File: config.mk
export PLATFORM = sky130hd
export DESIGN_NAME = gate_equiv_sequencer
export DESIGN_NICKNAME = d
export VERILOG_FILES = /design/src/rtl/gate_equiv_sequencer_pkg.sv /design/src/rtl/gate_equiv_sequencer_timer.sv /design/src/rtl/gate_equiv_sequencer.sv
export SDC_FILE = /design/constraint.sdc
export NUM_CORES = 1
export LEC_CHECK = 0
export CORE_UTILIZATION = 30
export CTS_BUF_LIST = sky130_fd_sc_hd__clkbuf_4 sky130_fd_sc_hd__clkbuf_8
export DETAILED_ROUTE_END_ITERATION = 7
export GPL_TIMING_DRIVEN = 0
export PLACE_DENSITY = 0.59
export SLEW_MARGIN = 10
export SYNTH_ARGS = -nofsm -noshare
export SYNTH_HDL_FRONTEND = slang
export SYNTH_SLANG_ARGS = --single-unit
File: constraint.sdc
create_clock -name clk -period 1.59 [get_ports clk]
set_input_delay 0.318 -clock clk [delete_from_list [all_inputs] [get_ports clk]]
set_output_delay 0.318 -clock clk [all_outputs]
set_load 0.01 [all_outputs]
File: src/rtl/gate_equiv_sequencer_pkg.sv
// Shared types for the gate equivalence sequencer: FSM state encoding and settle counter width.
package gates_pkg;

   typedef enum logic [1:0] {
      S_IDLE   = 2'd0,
      S_SETTLE = 2'd1,
      S_CHECK  = 2'd2,
      S_DONE   = 2'd3
   } state_t;

   localparam int SETTLE_W = 4;

endpackage

File: src/rtl/gate_equiv_sequencer_timer.sv
// gate_settle_timer: loadable down-counter with zero flag; load wins over decrement.
module gate_settle_timer
   import gates_pkg::*;
(
   input  logic                i_clk,
   input  logic                i_rst,
   input  logic                i_load,
   input  logic [SETTLE_W-1:0] i_load_val,
   input  logic                i_dec,
   output logic [SETTLE_W-1:0] o_cnt,
   output logic                o_zero
);

   logic [SETTLE_W-1:0] r_cnt;

   always_ff @(posedge i_clk) begin
      if (i_rst) begin
         r_cnt <= '0;
      end else if (i_load) begin
         r_cnt <= i_load_val;
      end else if (i_dec && (r_cnt != '0)) begin
         r_cnt <= r_cnt - SETTLE_W'(1);
      end
   end

   assign o_cnt  = r_cnt;
   assign o_zero = (r_cnt == '0);

endmodule

File: src/rtl/gate_equiv_sequencer.sv
// Exhaustive truth-table sweep comparing two gate implementations.
// Optional build macro GATE_EQUIV_STOP_ON_FAIL_EN ends the sweep on the first mismatch.
module gate_equiv_sequencer
   import gates_pkg::*;
#(
   parameter int N_IN   = 2,
   parameter int SETTLE = 1
) (
   input  logic            clk,
   input  logic            rst,
   input  logic            start,
   input  logic            dut_a,
   input  logic            dut_b,
   output logic [N_IN-1:0] vec,
   output logic            busy,
   output logic            done,
   output logic            pass,
   output logic [N_IN:0]   err_cnt,
   output logic [N_IN-1:0] first_bad
);

   localparam logic [SETTLE_W-1:0] SETTLE_LD = SETTLE_W'(SETTLE);
   localparam state_t AFTER_VEC = (SETTLE == 0) ? S_CHECK : S_SETTLE;

   state_t              r_state;
   state_t              w_next;
   logic [N_IN-1:0]     r_vec;
   logic [N_IN:0]       r_err_cnt;
   logic [N_IN-1:0]     r_first_bad;
   logic                r_pass;
   logic [N_IN:0]       w_err_nxt;
   logic [SETTLE_W-1:0] w_cnt;
   logic                w_zero;
   logic                w_mis;
   logic                w_stop;
   logic                w_clear;
   logic                w_load;
   logic                w_dec;
   logic                w_inc;
   logic                w_fin;

   gate_settle_timer u_timer (
      .i_clk      (clk),
      .i_rst      (rst),
      .i_load     (w_load),
      .i_load_val (SETTLE_LD),
      .i_dec      (w_dec),
      .o_cnt      (w_cnt),
      .o_zero     (w_zero)
   );

   always_ff @(posedge clk) begin
      if (rst) begin
         r_state <= S_IDLE;
      end else begin
         r_state <= w_next;
      end
   end

   always_comb begin
      w_next  = r_state;
      w_clear = 1'b0;
      w_load  = 1'b0;
      w_dec   = 1'b0;
      w_inc   = 1'b0;
      w_fin   = 1'b0;
      w_mis   = dut_a ^ dut_b;
`ifdef GATE_EQUIV_STOP_ON_FAIL_EN
      w_stop  = w_mis;
`else
      w_stop  = 1'b0;
`endif
      w_err_nxt = r_err_cnt + (N_IN+1)'(w_mis);
      case (r_state)
         S_IDLE: begin
            if (start) begin
               w_clear = 1'b1;
               w_load  = 1'b1;
               w_next  = AFTER_VEC;
            end
         end
         S_SETTLE: begin
            w_dec = 1'b1;
            // zero guards against a lost load ever trapping the FSM in SETTLE
            if ((w_cnt == SETTLE_W'(1)) || w_zero) begin
               w_next = S_CHECK;
            end
         end
         S_CHECK: begin
            if ((&r_vec) || w_stop) begin
               w_fin  = 1'b1;
               w_next = S_DONE;
            end else begin
               w_inc  = 1'b1;
               w_load = 1'b1;
               w_next = AFTER_VEC;
            end
         end
         S_DONE:  w_next = S_IDLE;
         default: w_next = S_IDLE;
      endcase
   end

   always_ff @(posedge clk) begin
      if (rst) begin
         r_vec       <= '0;
         r_err_cnt   <= '0;
         r_first_bad <= '0;
         r_pass      <= 1'b0;
      end else if (w_clear) begin
         r_vec       <= '0;
         r_err_cnt   <= '0;
         r_first_bad <= '0;
         r_pass      <= 1'b0;
      end else if (r_state == S_CHECK) begin
         if (w_mis) begin
            r_err_cnt <= w_err_nxt;
            if (r_err_cnt == '0) begin
               r_first_bad <= r_vec;
            end
         end
         if (w_inc) begin
            r_vec <= r_vec + N_IN'(1);
         end
         if (w_fin) begin
            r_pass <= (w_err_nxt == '0);
         end
      end
   end

   assign vec       = r_vec;
   assign err_cnt   = r_err_cnt;
   assign first_bad = r_first_bad;
   assign pass      = r_pass;
   assign busy      = (r_state != S_IDLE);
   assign done      = (r_state == S_DONE);

endmodule

==> run_results.csv, run 1 <==
group,metric,value,unit
min_path,worstHoldPathCells,2,
cells_and_area,drive_gt1_share,26.79,%
sta,finalWorstSetupSlack,47.79,ps
power,power.density,772.2,nW/um^2
sta,finalClockSkew,7.544,ps
synthesis,synth_largest_area_cell,"dfxtp_1",
drt,drcViolationCount,0,
drt,first_pass_iters,4,
synthesis,ys_types,31,
placed_design,gp_congestion,0.7444,
synthesis,synth.top_cell.area_share,37.40,%
cells_and_area,design_area,1050,um^2
clock_tree,clock_sinks,14,
clock_tree,cts-root-buf,"clkbuf_4",
cells_and_area,synthToLayoutAreaGrowth,40.07,%
floorplan,io_pins,15,
synthesis,avgSynthCellArea,8.517,um^2
clock_tree,clkLatencyLatePin,290,ps
power,p_switching,0.2259,mW
drt,avgViaCountPerCell,5.200,
clock_tree,path_clk_slew,100,ps
synthesis,ys_seq_elements,14,
synthesis,ys_seq_area_share,37.40,%
critical_path,critPathLaunchType,"flip-flop",
sta,max_slew_margin,60.95,%
floorplan,coreArea,2276,um^2
cells_and_area,final_cell_count_no_fill,140,
global_routing,grt_overflow_total,0,
sta,worstMarginPinSlew,581.9,ps
sta,slew_violations,0,
global_routing,grt_pass1_vias,645,
cells_and_area,seqCellArea,295.3,um^2
sta,hold_viol_final,0,
synthesis,yosys_warnings,0,
floorplan,dieArea,2702,um^2
cells_and_area,num-fill-cells,228,
placed_design,dpl.hpwl,1198,um
critical_path,r2r_cells,5,
critical_path,startpoint,"err_cnt[2]$_SDFFE_PP0P_",
synthesis,async_flop_share,0,%
power,p_int,0.5847,mW
drt,ant_nets,0,
critical_path,cp.arrival,1220,ps
global_routing,grt_max_degree,11,
clock_tree,cts_hold_buf,0,
sta,fmax,648.4,MHz
power,clkPwrFrac,33.1,%
cells_and_area,final_util,46.12,%
drt,wl,1767,um
job,maxCapViolCount,0,
critical_path,critical-path-max-stage-delay,540,ps
cells_and_area,diodes,0,
sta,setup-violations-final,0,
power,pwr-share-seq,46.6,%
synthesis,synth_edf_count,0,
drt,wl_per_cell,12.62,um
placed_design,dp.cells,130,
synthesis,synth-main-ff-cell,"dfxtp_1",
power,power.total,0.8106,mW
synthesis,syn-num-nets,98,
placed_design,portBuffers,14,
clock_tree,htreeDepth,1,
critical_path,criticalPathCategory,"flip-flop to primary output",
synthesis,synthCells,88,
power,p_sw_share,27.87,%
sta,finalCritPeriodShare,96.99,%
global_routing,grt_antenna_before_repair,0,
critical_path,crit_family,"buffers and inverters",
global_routing,grt_use_total,14.74,%
floorplan,start_util,32.93,%
cells_and_area,multiInputGateArea,467.9,um^2
critical_path,critPathMaxFanout,6,
floorplan,die_w,51.98,um
clock_tree,cts_buffers,3,
clock_tree,clock_path_buffers,2,
global_routing,grtUsageMet2,24.79,%
sta,period_needed,1542,ps
cells_and_area,fin_nets,123,
floorplan,num_rows,17,
critical_path,worst-path-stages,1,
critical_path,crit_buf_inv,1,
status,status,"completed",
synthesis,synth_area,749.5,um^2
critical_path,required,1270,ps
synthesis,synth_area_leaders,"dfxtp_1 37%, ha_1 8.3%, a21oi_1 7.3%",
critical_path,crit_path_end_kind,"primary output",
floorplan,fp.dieH,51.98,um
drt,dr_total_vias,728,
clock_tree,cts_tree,"built",
placed_design,dp_slack,-651.9,ps
global_routing,use_met3,6.140,%
critical_path,cp_cell_sequence,"clkdlybuf4s50_1",
min_path,worstHoldStart,"first_bad[1]$_SDFFE_PP0P_",
global_routing,gr-max-usage-layer,"met2",
critical_path,worstReg2RegStart,"err_cnt[0]$_SDFFE_PP0P_",
global_routing,met1_usage,16.90,%
power,power_frac_comb,20.3,%
placed_design,dpl_cell_area,945.9,um^2
global_routing,grt_pass1_wl,2898,um
power,peakVddDrop,544.3,uV
critical_path,slowest_stage,"clkdlybuf4s50_1",
power,p_leak,0.4346,nW
drt,initialDrtViolationCount,10,
min_path,min_path_type,"flip-flop to flip-flop",
==> flip-flops by register name, summed over array words and instances, names as in the netlist <==
name / cells
vec: 2
u_timer.o_cnt: 4
r_state: 2
err_cnt: 3
pass: 1
first_bad: 2
==> Yosys cell counts, types with 2 or more instances <==
| master | n |
|---|---|
| a211oi_1 | 2 |
| a21oi_1 | 11 |
| and3_1 | 2 |
| dfxtp_1 | 14 |
| ha_1 | 5 |
| inv_1 | 8 |
| nand2b_1 | 3 |
| nand3_1 | 3 |
| nand4_1 | 3 |
| nor2_1 | 4 |
| nor2b_1 | 2 |
| nor3_1 | 2 |
| o21ai_0 | 6 |
| o31ai_1 | 4 |
| xnor2_1 | 3 |
==> final timing paths <==
check | to | slack (ps)
worst min-delay path | first_bad[1]$_SDFFE_PP0P_ | 480
worst max-delay path | err_cnt[2] | 50
worst max register to register | err_cnt[2]$_SDFFE_PP0P_ | 60
worst min register to register | first_bad[1]$_SDFFE_PP0P_ | 480
==> power by group through the flow <==
stage                     registers (mW)  logic [mW]  clock network (mW)
after detailed placement           0.384       0.140                   0
after floorplan                    0.381      0.0945                   0
final                              0.377       0.165               0.268
after global routing               0.380       0.181               0.295
after global placement             0.384       0.137                   0
after CTS                          0.378       0.144               0.274
==> cell families after synthesis <==
family / share of synthesized area (%)
flops: 37.40
simple gates: 24.71
xor+xnor: 3.506
buf+inv: 4.674
fa+ha+maj: 8.347
compound gates: 21.37
==> layer usage <==
metal	vias up	share of wire [%]
li1	369	-
met1	347	47
met2	10	48
met3	2	4.2
met4	0	0.68
met5	-	0
==> cell usage in the layout (no fill, tap or decap), drive strengths merged, types with 2 or more instances in the layout <==
cell type and count:
inv 8, nor2 4, o21ai 7, dlymetal6s2s 2, buf 6, o31ai 4
a21oi 11, clkbuf 7, nor3 2, nor2b 2, nand4 3, clkdlybuf4s50 9
dfxtp 14, nand2b 3, and3 3, a211oi 2, ha 5, xnor2 3
nand3 3
==> what timing repair did <==
item	CTS	global route
hold endpoints to repair	0	0
setup endpoints to repair	9	9
setup buffers	0	6
pin swaps	0	2
resized for setup	9	15
==> per-stage QoR <==
stage	setup TNS, ps	hold WS, ps
after global routing	-9.099	509.3
after CTS	-236.1	475.4
final	0	478.1
after floorplan	0	387.1
after global placement	-1657	456.3
after detailed placement	-1781	461.7
==> final cells by class <==
class	count	area share, %
buffer	1	0.4768
clock buffer	4	3.456
inverter	8	2.861
multi-input combinational	65	44.58
sequential	14	28.13
tap	28	3.337
timing repair buffer	20	17.16
(Power assumes the default switching activity.)
==> run 2: changes to the inputs <==
CORE_UTILIZATION = 31   (was 30)
PLACE_DENSITY = 0.61   (was 0.59)
==> run_results.csv, run 2 (synthesized netlist as in run 1, its figures left out) <==
group,metric,value,unit
status,status,"completed",
clock_tree,cts_buffers,3,
floorplan,io_pins,15,
sta,finalClockSkew,3.122,ps
power,clkPwrFrac,33.4,%
critical_path,cp_cell_sequence,"inv_2 > ha_4 > or3b_4 > and3_1 > o31a_1",
placed_design,dpl.hpwl,1206,um
critical_path,slowest_stage,"or3b_4",
floorplan,dieArea,2618,um^2
drt,first_pass_iters,4,
placed_design,portBuffers,14,
power,power_frac_comb,19.5,%
drt,avgViaCountPerCell,5.188,
critical_path,critPathLaunchType,"flip-flop",
cells_and_area,diodes,0,
power,peakVddDrop,575.5,uV
drt,dr_total_vias,716,
min_path,worstHoldStart,"pass$_SDFFE_PP0P_",
min_path,worstHoldPathCells,2,
critical_path,reg2reg_to,"u_timer.o_cnt[0]$_SDFFE_PP0P_",
clock_tree,cts_tree,"built",
sta,fmax,648.5,MHz
placed_design,dp.cells,130,
cells_and_area,num-fill-cells,238,
drt,initialDrtViolationCount,6,
global_routing,grt_antenna_before_repair,0,
cells_and_area,seqCellArea,296.5,um^2
critical_path,crit_family,"simple AND/OR/NAND/NOR gates",
job,maxCapViolCount,0,
cells_and_area,largest_reg_flops,4,
sta,finalCritPeriodShare,96.98,%
sta,worstMarginPinSlew,641.4,ps
clock_tree,clock_path_buffers,2,
critical_path,required,1770,ps
sta,whs,488.8,ps
cells_and_area,mostFrequentLayoutCells,"10 x a21oi_1, 10 x clkdlybuf4s50_1, 7 x dfxtp_2",
clock_tree,path_clk_slew,90,ps
power,p_leak,0.3947,nW
sta,setup-violations-final,0,
power,pwr-share-seq,47.1,%
critical_path,crit_buf_inv,1,
global_routing,grt_max_degree,11,
cells_and_area,final_cell_count_no_fill,138,
power,power.density,772.8,nW/um^2
min_path,hold_path_end,"pass$_SDFFE_PP0P_",
floorplan,fp.dieH,51.17,um
sta,rsz0062_at_grt,"no",
clock_tree,clkLatencyLatePin,290,ps
sta,slew_violations,0,
critical_path,criticalPathCategory,"flip-flop to flip-flop",
global_routing,grt_pass1_wl,2773,um
floorplan,num_rows,17,
sta,max_slew_margin,56.96,%
critical_path,cp.arrival,1730,ps
clock_tree,clock_sinks,14,
sta,hold_viol_final,0,
cells_and_area,multiInputGateArea,475.5,um^2
power,power.total,0.8016,mW
critical_path,r2r_cells,5,
cells_and_area,drive_gt1_share,28.18,%
critical_path,worstReg2RegStart,"u_timer.o_cnt[1]$_SDFFE_PP0P_",
drt,wl,1643,um
global_routing,grt_pass1_vias,644,
critical_path,critPathMaxFanout,5,
global_routing,grt_overflow_total,0,
cells_and_area,synthToLayoutAreaGrowth,38.40,%
drt,ant_nets,0,
power,p_int,0.5804,mW
global_routing,grt_use_total,14.24,%
critical_path,crit_path_end_kind,"flip-flop",
floorplan,coreArea,2255,um^2
drt,wl_per_cell,11.91,um
clock_tree,cts-root-buf,"clkbuf_4",
sta,period_needed,1542,ps
power,p_sw_share,27.59,%
min_path,min_path_type,"flip-flop to flip-flop",
power,p_switching,0.2211,mW
cells_and_area,fin_nets,121,
placed_design,gp_congestion,0.7077,
critical_path,critical-path-max-stage-delay,400,ps
floorplan,start_util,33.24,%
critical_path,r2r_setup_slack,50,ps
floorplan,die_w,51.17,um
drt,drcViolationCount,0,
clock_tree,htreeDepth,1,
## run 2: repair_timing
item                                    in CTS  in global routing
gates cloned                                 0                  0
buffers inserted                             0                  4
resized for setup                           12                 14
hold buffers                                 0                  0
pin swaps                                    1                  2
endpoints found under the setup margin       7                  9
## run 2: area by class of cell
cell class | instances | area share [%]
multi-input combinational | 65 | 45.84
sequential | 14 | 28.59
timing repair buffer | 18 | 15.32
clock buffer | 4 | 3.498
tap | 28 | 3.378
inverter | 8 | 2.895
buffer | 1 | 0.4825
## run 2: how the worst max path moves through the flow
| stage | start | to | cells past startpoint |
|---|---|---|---|
| after global routing | u_timer.o_cnt[1]$_SDFFE_PP0P_ | u_timer.o_cnt[0]$_SDFFE_PP0P_ | 5 |
| final | u_timer.o_cnt[1]$_SDFFE_PP0P_ | u_timer.o_cnt[0]$_SDFFE_PP0P_ | 5 |
| after CTS | dut_b | err_cnt[2]$_SDFFE_PP0P_ | 8 |
| after detailed placement | dut_b | err_cnt[2]$_SDFFE_PP0P_ | 8 |
| after global placement | dut_b | err_cnt[2]$_SDFFE_PP0P_ | 8 |
| after floorplan | dut_b | err_cnt[2]$_SDFFE_PP0P_ | 7 |
## run 2: layer usage
| metal | wire length, um | vias up | GRT usage, % |
|---|---|---|---|
| met5 | 0 | - | 0 |
| met4 | 12 | 0 | 4.630 |
| met3 | 57 | 4 | 5.655 |
| met2 | 826 | 13 | 23.68 |
| met1 | 746 | 330 | 16.52 |
| li1 | - | 369 | - |
## run 2: tightest hold or removal path: stages (launching register included)
cell	delay, ps
dfxtp_1	320
o21ai_0	70
a21oi_1	60
## run 2: metrics by stage
step | setup slack [ps] | util, % | area, um^2 | setup TNS (ps)
final | 48.01 | 46.00 | 1037 | 0
after global routing | 7.053 | 46.00 | 1037 | 0
after CTS | -122.4 | 44.23 | 997.2 | -130.1
after detailed placement | -644.3 | 41.95 | 945.9 | -1903
after global placement | -587.5 | 41.95 | 945.9 | -1617
after floorplan | 6.905 | - | 770.7 | 0
## run 2: power groups by stage
stage / Clock [mW] / Sequential (mW) / Combinational [mW]
3_5_place_dp: 0 / 0.385 / 0.139
4_1_cts: 0.273 / 0.376 / 0.142
2_1_floorplan: 0 / 0.381 / 0.0945
6_report: 0.267 / 0.378 / 0.156
3_3_place_gp: 0 / 0.384 / 0.135
5_1_grt: 0.284 / 0.380 / 0.174
